$ cat config.mk
export PLATFORM = sky130hd
export DESIGN_NAME = pack_u_flat
export DESIGN_NICKNAME = d
export VERILOG_FILES = /design/src/rtl/pack_u_if.sv /design/src/rtl/pack_u.sv /design/src/flat_wrapper.sv
export SDC_FILE = /design/constraint.sdc
export NUM_CORES = 1
export LEC_CHECK = 0
export CORE_MARGIN = 2
export CORE_UTILIZATION = 40
export DETAILED_ROUTE_END_ITERATION = 12
export PLACE_DENSITY = 0.65
export SLEW_MARGIN = 10
export SYNTH_ARGS = -nofsm -noshare
export SYNTH_HDL_FRONTEND = slang
export SYNTH_SLANG_ARGS = --single-unit
$ cat constraint.sdc
create_clock -name clk -period 5.1 [get_ports clk]
set_input_delay 0.765 -clock clk [delete_from_list [all_inputs] [get_ports clk]]
set_output_delay 0.765 -clock clk [all_outputs]
set_load 0.01 [all_outputs]
$ cat src/rtl/pack_u_if.sv
// Handshake bundle for the coefficient packer: control/config, input
// coefficient stream, packed output word stream and status flags.
interface pack_u_if;
  logic        start;
  logic [5:0]  u;
  logic        u_mod;
  logic [48:0] coef;
  logic        in_valid;
  logic        in_ready;
  logic        flush;
  logic [47:0] dout;
  logic        out_valid;
  logic        out_ready;
  logic        busy;
  logic        done;
  logic        cfg_err;
  logic        coef_err;

  modport master (
    output start, u, u_mod, coef, in_valid, flush, out_ready,
    input  in_ready, dout, out_valid, busy, done, cfg_err, coef_err
  );

  modport slave (
    input  start, u, u_mod, coef, in_valid, flush, out_ready,
    output in_ready, dout, out_valid, busy, done, cfg_err, coef_err
  );
endinterface

$ cat src/rtl/pack_u.sv
// Coefficient packer: lifts coefficients mod q1/q to their centred signed
// value, keeps the low u bits and packs them LSB-first into a bit stream
// emitted as 48-bit words (first stream byte in dout[47:40]).
//
// state | meaning
// IDLE  | waiting for start; datapath held empty
// RUN   | accepting coefficients, emitting full words
// FLUSH | input closed; drain stage 1, pad to word boundary, emit rest
// DONE  | one cycle, done pulse visible, then back to IDLE
module pack_u (
  input logic      clk,
  input logic      rst,
  pack_u_if.slave  bus
);

  localparam logic [48:0] Q1 = 49'd16515073;
  localparam logic [48:0] Q  = 49'h1f41002f80001;

  typedef enum logic [1:0] {IDLE, RUN, FLUSH, DONE} state_t;

  state_t      state;
  logic [5:0]  u_r;
  logic        mod_r;
  logic        done_r;
  logic        cfg_err_r;
  logic        coef_err_r;

  logic        s1_valid;
  logic [40:0] s1_field;
  logic [95:0] acc;
  logic [6:0]  fill;

  logic [48:0] m;
  logic [48:0] v;
  logic [48:0] half;
  logic [40:0] s_low;
  logic [40:0] mask;
  logic [40:0] field;
  logic        start_legal;
  logic [7:0]  fill_need;
  logic        in_ready_c;
  logic        in_fire;
  logic        out_valid_c;
  logic        out_fire;
  logic        drained;
  logic [6:0]  fill_rnd;
  logic [6:0]  fill_base;
  logic [6:0]  append_pos;
  logic [6:0]  fill_next;
  logic [95:0] acc_next;
  logic [47:0] dout_c;

  // Stage-1 lift: centre the coefficient and keep its low u bits. Only the
  // low 41 bits of the difference are ever used, so the subtraction is
  // done at that width (two's complement truncation gives the same bits).
  always_comb begin
    m     = mod_r ? Q : Q1;
    v     = mod_r ? bus.coef : {25'd0, bus.coef[23:0]};
    half  = (m - 49'd1) >> 1;
    s_low = (v > half) ? (v[40:0] - m[40:0]) : v[40:0];
    mask  = ~({41{1'b1}} << u_r);
    field = s_low & mask;
  end

  // Field-width legality of the pins sampled at start.
  always_comb begin
    start_legal = 1'b0;
    if (bus.u != 6'd0) begin
      start_legal = bus.u_mod ? (bus.u <= 6'd41) : (bus.u <= 6'd8);
    end
  end

  // Handshakes; in_ready looks at registers only so it never depends on
  // same-cycle downstream activity. Admitting only while fill + pending
  // field fits in 47 bits caps fill at 88.
  always_comb begin
    fill_need   = {1'b0, fill} + (s1_valid ? {2'b00, u_r} : 8'd0);
    in_ready_c  = (state == RUN) && (fill_need <= 8'd47);
    in_fire     = bus.in_valid && in_ready_c;
    out_valid_c = ((state == RUN) || (state == FLUSH)) && (fill >= 7'd48);
    out_fire    = out_valid_c && bus.out_ready;
  end

  // Accumulator update: once stage 1 is drained during FLUSH the fill is
  // rounded up to a word boundary (bits above fill are always zero); a
  // consume shifts the word out and any concurrent append lands 48 lower.
  always_comb begin
    drained = (state == FLUSH) && !s1_valid;
    if (fill == 7'd0) begin
      fill_rnd = 7'd0;
    end else if (fill <= 7'd48) begin
      fill_rnd = 7'd48;
    end else begin
      fill_rnd = 7'd96;
    end
    fill_base  = drained ? fill_rnd : fill;
    append_pos = fill_base - (out_fire ? 7'd48 : 7'd0);
    fill_next  = append_pos + (s1_valid ? {1'b0, u_r} : 7'd0);
    acc_next   = out_fire ? (acc >> 48) : acc;
    if (s1_valid) begin
      acc_next = acc_next | ({55'd0, s1_field} << append_pos);
    end
  end

  // Byte order: stream byte k (acc bits 8k+7..8k) goes to dout[47-8k -: 8].
  always_comb begin
    dout_c = '0;
    for (int k = 0; k < 6; k++) begin
      dout_c[47-8*k -: 8] = acc[8*k +: 8];
    end
  end

  // Control FSM with registered done and sticky error flags.
  always_ff @(posedge clk) begin
    if (rst) begin
      state      <= IDLE;
      u_r        <= 6'd0;
      mod_r      <= 1'b0;
      done_r     <= 1'b0;
      cfg_err_r  <= 1'b0;
      coef_err_r <= 1'b0;
    end else begin
      done_r <= 1'b0;
      unique case (state)
        IDLE: begin
          if (bus.start) begin
            coef_err_r <= 1'b0;
            if (start_legal) begin
              cfg_err_r <= 1'b0;
              u_r       <= bus.u;
              mod_r     <= bus.u_mod;
              state     <= RUN;
            end else begin
              cfg_err_r <= 1'b1;
            end
          end
        end
        RUN: begin
          if (bus.flush) begin
            state <= FLUSH;
          end
        end
        FLUSH: begin
          if (!s1_valid && (fill_next == 7'd0)) begin
            state  <= DONE;
            done_r <= 1'b1;
          end
        end
        DONE: begin
          state <= IDLE;
        end
        default: begin
          state <= IDLE;
        end
      endcase
      if (in_fire && (v >= m)) begin
        coef_err_r <= 1'b1;
      end
    end
  end

  // Datapath registers; held empty outside a packet so a reset or a
  // finished packet never leaves stale bits behind.
  always_ff @(posedge clk) begin
    if (rst || (state == IDLE)) begin
      s1_valid <= 1'b0;
      s1_field <= '0;
      acc      <= '0;
      fill     <= 7'd0;
    end else begin
      s1_valid <= in_fire;
      if (in_fire) begin
        s1_field <= field;
      end
      acc  <= acc_next;
      fill <= fill_next;
    end
  end

  assign bus.in_ready  = in_ready_c;
  assign bus.out_valid = out_valid_c;
  assign bus.dout      = dout_c;
  assign bus.busy      = (state != IDLE);
  assign bus.done      = done_r;
  assign bus.cfg_err   = cfg_err_r;
  assign bus.coef_err  = coef_err_r;

endmodule
$ cat src/flat_wrapper.sv
// flat-port wrapper written by rule: the top's interface ports become plain ports
module pack_u_flat 
  (clk, rst, bus_start, bus_u, bus_u_mod, bus_coef, bus_in_valid, bus_flush, bus_out_ready, bus_in_ready, bus_dout, bus_out_valid, bus_busy, bus_done, bus_cfg_err, bus_coef_err);
  pack_u_if bus_i ();
  input logic clk;
  input logic rst;
  input wire logic [$bits(bus_i.start)-1:0] bus_start;
  input wire logic [$bits(bus_i.u)-1:0] bus_u;
  input wire logic [$bits(bus_i.u_mod)-1:0] bus_u_mod;
  input wire logic [$bits(bus_i.coef)-1:0] bus_coef;
  input wire logic [$bits(bus_i.in_valid)-1:0] bus_in_valid;
  input wire logic [$bits(bus_i.flush)-1:0] bus_flush;
  input wire logic [$bits(bus_i.out_ready)-1:0] bus_out_ready;
  output wire logic [$bits(bus_i.in_ready)-1:0] bus_in_ready;
  output wire logic [$bits(bus_i.dout)-1:0] bus_dout;
  output wire logic [$bits(bus_i.out_valid)-1:0] bus_out_valid;
  output wire logic [$bits(bus_i.busy)-1:0] bus_busy;
  output wire logic [$bits(bus_i.done)-1:0] bus_done;
  output wire logic [$bits(bus_i.cfg_err)-1:0] bus_cfg_err;
  output wire logic [$bits(bus_i.coef_err)-1:0] bus_coef_err;
  assign bus_i.start = bus_start;
  assign bus_i.u = bus_u;
  assign bus_i.u_mod = bus_u_mod;
  assign bus_i.coef = bus_coef;
  assign bus_i.in_valid = bus_in_valid;
  assign bus_i.flush = bus_flush;
  assign bus_i.out_ready = bus_out_ready;
  assign bus_in_ready = bus_i.in_ready;
  assign bus_dout = bus_i.dout;
  assign bus_out_valid = bus_i.out_valid;
  assign bus_busy = bus_i.busy;
  assign bus_done = bus_i.done;
  assign bus_cfg_err = bus_i.cfg_err;
  assign bus_coef_err = bus_i.coef_err;
  pack_u u_core (.clk(clk), .rst(rst), .bus(bus_i));
endmodule
-- Word level (Yosys, flattened, before mapping)
Cells that the tools add are included.
- flip-flop bits (word level): 157
- latch bits: 0
- bits in writable memories: 0
- ROM bits: 0
- bits of input ports: 62
- output and inout port bits: 54
- logic and storage cells: 80
- memories kept: 0
- add/sub/neg operators: 5
- $mul: 0
- divide/modulo/power cells: 0
- $lt $le $gt $ge: 7
- equal/unequal tests: 7
- shifts and indexed selects: 2
- mux-type cells: 23
- bitwise operators: 4
- reduce and logical (&&, ||, !) cells: 22
- operators by type and width (kind ; number):
    96-bit 2-to-1 mux ; 2
    49-bit 2-to-1 mux ; 2
    96-bit OR ; 1
    41-bit by 7-bit left shift with 96-bit output ; 1
    49-bit greater-or-equal comparator ; 1
    49-bit by 48-bit > comparator with 1-bit output ; 1
    49-bit by 1-bit subtractor with 49-bit output, second input constant ; 1
    41-bit AND ; 1
    41-bit 2-to-1 mux ; 1
    41-bit inverter ; 1
    41-bit by 6-bit left shift with 41-bit output, first input constant ; 1
    41-bit subtractor ; 1
    7-bit 2-to-1 mux ; 3
    6-bit 2-to-1 mux ; 3
    7-bit zero test ; 2
    7-bit by 8-bit adder with 8-bit output ; 1
    8-bit by 6-bit less-or-equal comparator with 1-bit output, second input constant ; 1
    2-bit 2-to-1 mux ; 4
    2-bit case mux with 4 select lines ; 1
    7-bit adder ; 1
    7-bit by 6-bit greater-or-equal comparator with 1-bit output, second input constant ; 1
    7-bit by 6-bit less-or-equal comparator with 1-bit output, second input constant ; 1
    1-bit logical AND ; 7
    1-bit 2-to-1 mux ; 7
    17 further kinds ; 24

-- Longest topological paths before layout
- depth in word-level cells: 11
- mapped depth: 21
- depth with buffers taken out: 16

-- Least setup slack after synthesis
No wires, ideal clock.
- path type: register -> register
- from: reg u_core.state[0]
- to: reg u_core.state[1]
- library setup time: 0.124 ns
- data arrival time: 4.402 ns
- required time: 4.976 ns
- path slack: 0.574 ns
- stages on the path, launching flop included: 19
- buffers on the path: 5
- period minus slack after synthesis: 4.526 ns
- cell sequence: dfxtp_1 > inv_1 > ha_1 > nor2b_1 > buf_2 > clkbuf_1 > buf_1 > a21oi_1 > fa_1 > clkbuf_1 > inv_1 > clkbuf_1 > ha_1 > inv_1 > a211o_1 > a21oi_1 > o2111ai_1 > and4b_1 > a2111o_1
- cells in the longest elaborated chain, start to end: 11
- elaborated cells between the ends (all ways): 20
- those cells by class: add/sub: 2; eq/ne: 7; mux: 3; reduce/logical: 8
- RTL lines (element ; RTL line ; source):
    start, declared ; pack_u.sv:21 ; state_t state;
    start signal, assigned ; pack_u.sv:116 ; state <= IDLE;
    start signal, assigned ; pack_u.sv:132 ; state <= RUN;
    start signal, assigned ; pack_u.sv:140 ; state <= FLUSH;
    2-bit by 1-bit equality test with 1-bit output / 2-bit equality test (equally long branches) ; pack_u.sv:80, pack_u.sv:124, pack_u.sv:88 ;
    1-bit logical OR ; pack_u.sv:80 ; out_valid_c = ((state == RUN) || (state == FLUSH)) && (fill >= 7'd48);
    1-bit logical AND ; pack_u.sv:80 ;
    1-bit logical AND ; pack_u.sv:81 ; out_fire = out_valid_c && bus.out_ready;
    6-bit 2-to-1 mux ; pack_u.sv:97 ; append_pos = fill_base - (out_fire ? 7'd48 : 7'd0);
    7-bit subtractor ; pack_u.sv:97 ;
    7-bit adder ; pack_u.sv:98 ; fill_next = append_pos + (s1_valid ? {1'b0, u_r} : 7'd0);
    7-bit zero test ; pack_u.sv:144 ; if (!s1_valid && (fill_next == 7'd0)) begin
    1-bit logical AND ; pack_u.sv:144 ;
    2-bit != test (no source line) ; n/a ;
    4-bit AND reduction (no source line) ; n/a ;
Parallel ways exist; a longest one is shown, timed or not.
A chain may end at the register's enable or synchronous reset.

-- Final worst setup path
- from: reg u_core.u_r[2]
- to: out bus_in_ready
- cells in the longest elaborated chain, start to end: 4
- RTL lines (element ; RTL line ; source):
    start, declared ; pack_u.sv:22 ; logic [5:0] u_r;
    start signal, assigned ; pack_u.sv:130 ; u_r <= bus.u;
    6-bit 2-to-1 mux ; pack_u.sv:77 ; fill_need = {1'b0, fill} + (s1_valid ? {2'b00, u_r} : 8'd0);
    7-bit by 8-bit adder with 8-bit output ; pack_u.sv:77 ;
    8-bit by 6-bit less-or-equal comparator with 1-bit output ; pack_u.sv:78 ; in_ready_c = (state == RUN) && (fill_need <= 8'd47);
    1-bit logical AND ; pack_u.sv:78 ;
    end, declared ; flat_wrapper.sv:14 ; output wire logic [$bits(bus_i.in_ready)-1:0] bus_in_ready;
Every way passes these cells.

==> run_results.csv <==
group,metric,value,unit
floorplanning,die-width,181,um
clock_network,cts_resized,0,
pwr,vdd.ir_drop.worst,0.235,mV
setup_path,cp.required,4340,ps
pwr,power_leakage,4.95,nW
setup_path,critPathKind,"reg -> out",
floorplanning,core,0.0307,mm2
floorplanning,dieArea,0.0329,mm2
yosys,async_reset_ff_share,0,%
yosys,syn_avg_cell_area,7.67,um2
setup_path,cp-startpoint,"u_core.u_r[2]",
setup_path,cp.arrival,3760,ps
clock_network,ctsHoldBuffers,0,
cells_and_area,n_antenna_cell,0,
clock_network,clk_pin_slew,60,ps
setup_path,cp-endpoint,"bus_in_ready",
yosys,syn-num-nets,1724,
timing,worst_slack,578,ps
timing,max_slew_margin,25.7,%
floorplanning,die_h,181,um
clock_network,ctsHtreeMaxLevel,4,
pwr,totalPowerFinal,3.36,mW
setup_path,worstRegToRegCells,14,
status,status,"complete, no violations",
yosys,synth-main-ff-cell,"dfxtp_1",
global_route,grt_pass1_vias,12525,
yosys,synth_edf_count,0,
routing,vias_per_cell,6.56,
placed_design,gp_congestion,0.977,
timing,final.setup_skew,19.4,ps
timing,tns,0,ps
setup_path,worst-path-max-fanout,13,
clock_network,clock_sinks,157,
routing,ant_nets,0,
yosys,seq_area_frac_synth,25.0,%
placed_design,place_ws,1090,ps
routing,wl_per_cell,22.7,um
yosys,ys_warn_count,0,
clock_network,cts_root_buffer,"clkbuf_16",
timing,grt_setup_unrepaired,"no",
clock_network,cts_tree,"built",
routing,vias,13439,
timing,tightest_slew,1110,ps
yosys,yosys.area_share.adder,2.47,%
global_route,grt_pass1_wl,72.9,mm
yosys,synth_top_family_by_area,"compound AO/OA/AOI/OAI gates",
floorplanning,rows,64,
yosys,synth-simple-area-share,22.8,%
timing,post-route-period-util,88.7,%
timing,setup_viol,0,
timing,fmax,221,MHz
timing,hold_viol_final,0,
placed_design,port_buffers,115,
routing,drt_iter0_drc,1906,
clock_network,clockBufferDepth,2,
global_route,overflow,0,
cells_and_area,finalNetCount,1725,
clock_network,cts_buffers,17,
flow_run,maxCapViolCount,0,
routing,drc,0,
placed_design,hpwl,34.0,mm
setup_path,reg2reg_slack,960,ps
clock_network,cts_setup_buffers,0,
routing,first_pass_iters,8,
setup_path,worstReg2RegStart,"u_core.fill[2]",
timing,drv_slew,0,
global_route,grt_use_total,27.8,%
cells_and_area,layout_commonest_cell,"nand2_1",
yosys,ys_ff_latch,157,
clock_network,worstSkewPairLatency,450,ps
floorplanning,pin_count,116,
yosys,synth-xor-area-share,2.44,%
placed_design,postPlaceCellArea,0.0137,mm2
cells_and_area,fin_area,0.0143,mm2
setup_path,rr_endpoint,"u_core.state[1]",
global_route,grt_start_max_net_pins,88,
worst_hold_path,hold_class,"reg -> reg",
cells_and_area,drive_above_1_share,8.23,%
pwr,powerDensity,236,mW/mm2
floorplanning,start_util,40.9,%
yosys,synth.mux.area_fraction,9.13,%
global_route,antenna_found_initial,0,
setup_path,endpoint_kind,"output port",
yosys,syn_inst,1639,
routing,wl,46.4,mm
timing,min_period,4520,ps
cells_and_area,layout_common_cells,"198 x nand2_1, 156 x dfxtp_1, 117 x nor2_1, 115 x clkdlybuf4s50_1, 95 x a21oi_1",
yosys,synth_compound_area_share,30.1,%
setup_path,cp-start-kind,"flip-flop",
cells_and_area,area_growth,13.4,%
yosys,synth_area,0.0126,mm2
yosys,synth_cell_type_count,95,
==> through the flow <==
stage / cells / hold slack, ps / util, %
floorplan: 1639 / 424 / -
global placement: 2017 / 441 / 44.5
detailed placement: 2017 / 444 / 44.5
CTS: 2049 / 459 / 46.4
global route: 2049 / 494 / 46.4
finish: 2049 / 455 / 46.4
==> power by group <==
part | internal [mW] | switching, mW
Combinational | 0.246 | 0.518
Sequential | 1.24 | 0.0230
Clock | 0.708 | 0.624
Total | 2.20 | 1.16
==> logic make-up after synthesis <==
| kind of cell | Yosys count |
|---|---|
| fa+ha+maj | 23 |
| xor+xnor | 35 |
| simple gates | 579 |
| compound gates | 534 |
| buf+inv | 212 |
| mux | 99 |
| flops | 157 |
==> metal layers <==
layer  routed length [um]  global-route usage, %  vias to the layer above  part of all wire, %
li1                     -                      -                     6173                    -
met4                 2130                   12.9                        0                  4.6
met2                21000                   44.1                      717                   45
met3                 3760                   4.52                      147                  8.1
met1                19600                   37.0                     6402                   42
met5                    0                      0                        -                    0
==> sequential cells by signal (all words and copies together), names as in the netlist <==
name	count
u_core.mod_r	1
u_core.bus.coef_err	1
u_core.s1_field	41
u_core.acc	96
u_core.fill	7
u_core.bus.done	1
u_core.u_r	6
u_core.bus.cfg_err	1
u_core.s1_valid	1
u_core.state	2
==> how the worst min path moves through the flow <==
stage / from / to / depth (start not counted)
after global routing: u_core.acc[87] / u_core.acc[87] / 2
after global placement: u_core.acc[86] / u_core.acc[86] / 2
after CTS: u_core.acc[84] / u_core.acc[84] / 2
final: u_core.acc[87] / u_core.acc[87] / 2
after detailed placement: u_core.acc[84] / u_core.acc[84] / 2
after floorplan: u_core.acc[84] / u_core.acc[84] / 2
==> worst max-delay path, cell delays in order, from the launching register on <==
cell and delay [ps]:
dfxtp_1 700, and2_1 260, ha_1 260, nor2b_1 160, o211ai_1 230, a2111oi_0 140
o311ai_1 900, nor2_1 160, clkdlybuf4s50_1 520
==> final cells by class <==
cell class / instances / area (um2)
clock buffer: 19 / 443
clock inverter: 13 / 144
sequential: 157 / 3140
fill: 3114 / 16500
timing repair buffer: 157 / 1470
multi-input combinational: 1270 / 8430
inverter: 37 / 139
tap: 396 / 495
==> Yosys cell counts (12+ instances only) <==
library cell    n  share of area [%]
a2111oi_0      21                1.5
a211oi_1       26                1.6
a21o_1         12               0.72
a21oi_1        95                3.8
a221oi_1       16                1.1
a22o_1         12               0.84
a22oi_1        39                2.3
a2bb2oi_1      13               0.91
a31oi_1        43                2.1
a32o_1         19                1.5
a32oi_1        12               0.84
and2_1         38                1.9
buf_1          14               0.42
buf_2          19               0.76
buf_4          49                2.9
clkbuf_1       90                2.7
dfxtp_1       157                 25
ha_1           20                2.0
inv_1          31               0.93
mux2_2         15                1.3
mux2i_1        73                5.8
nand2_1       199                5.9
nand2b_1       12               0.60
nand3_1        46                1.8
nor2_1        117                3.5
nor3_1         46                1.8
nor4_1         24                1.2
o21ai_0        83                3.3
o22ai_1        31                1.5
o31ai_1        12               0.72
or3_1          15               0.75
xnor2_1        15                1.0
xor2_1         20                1.4
Note: power is estimated with default switching activity, not from simulation.
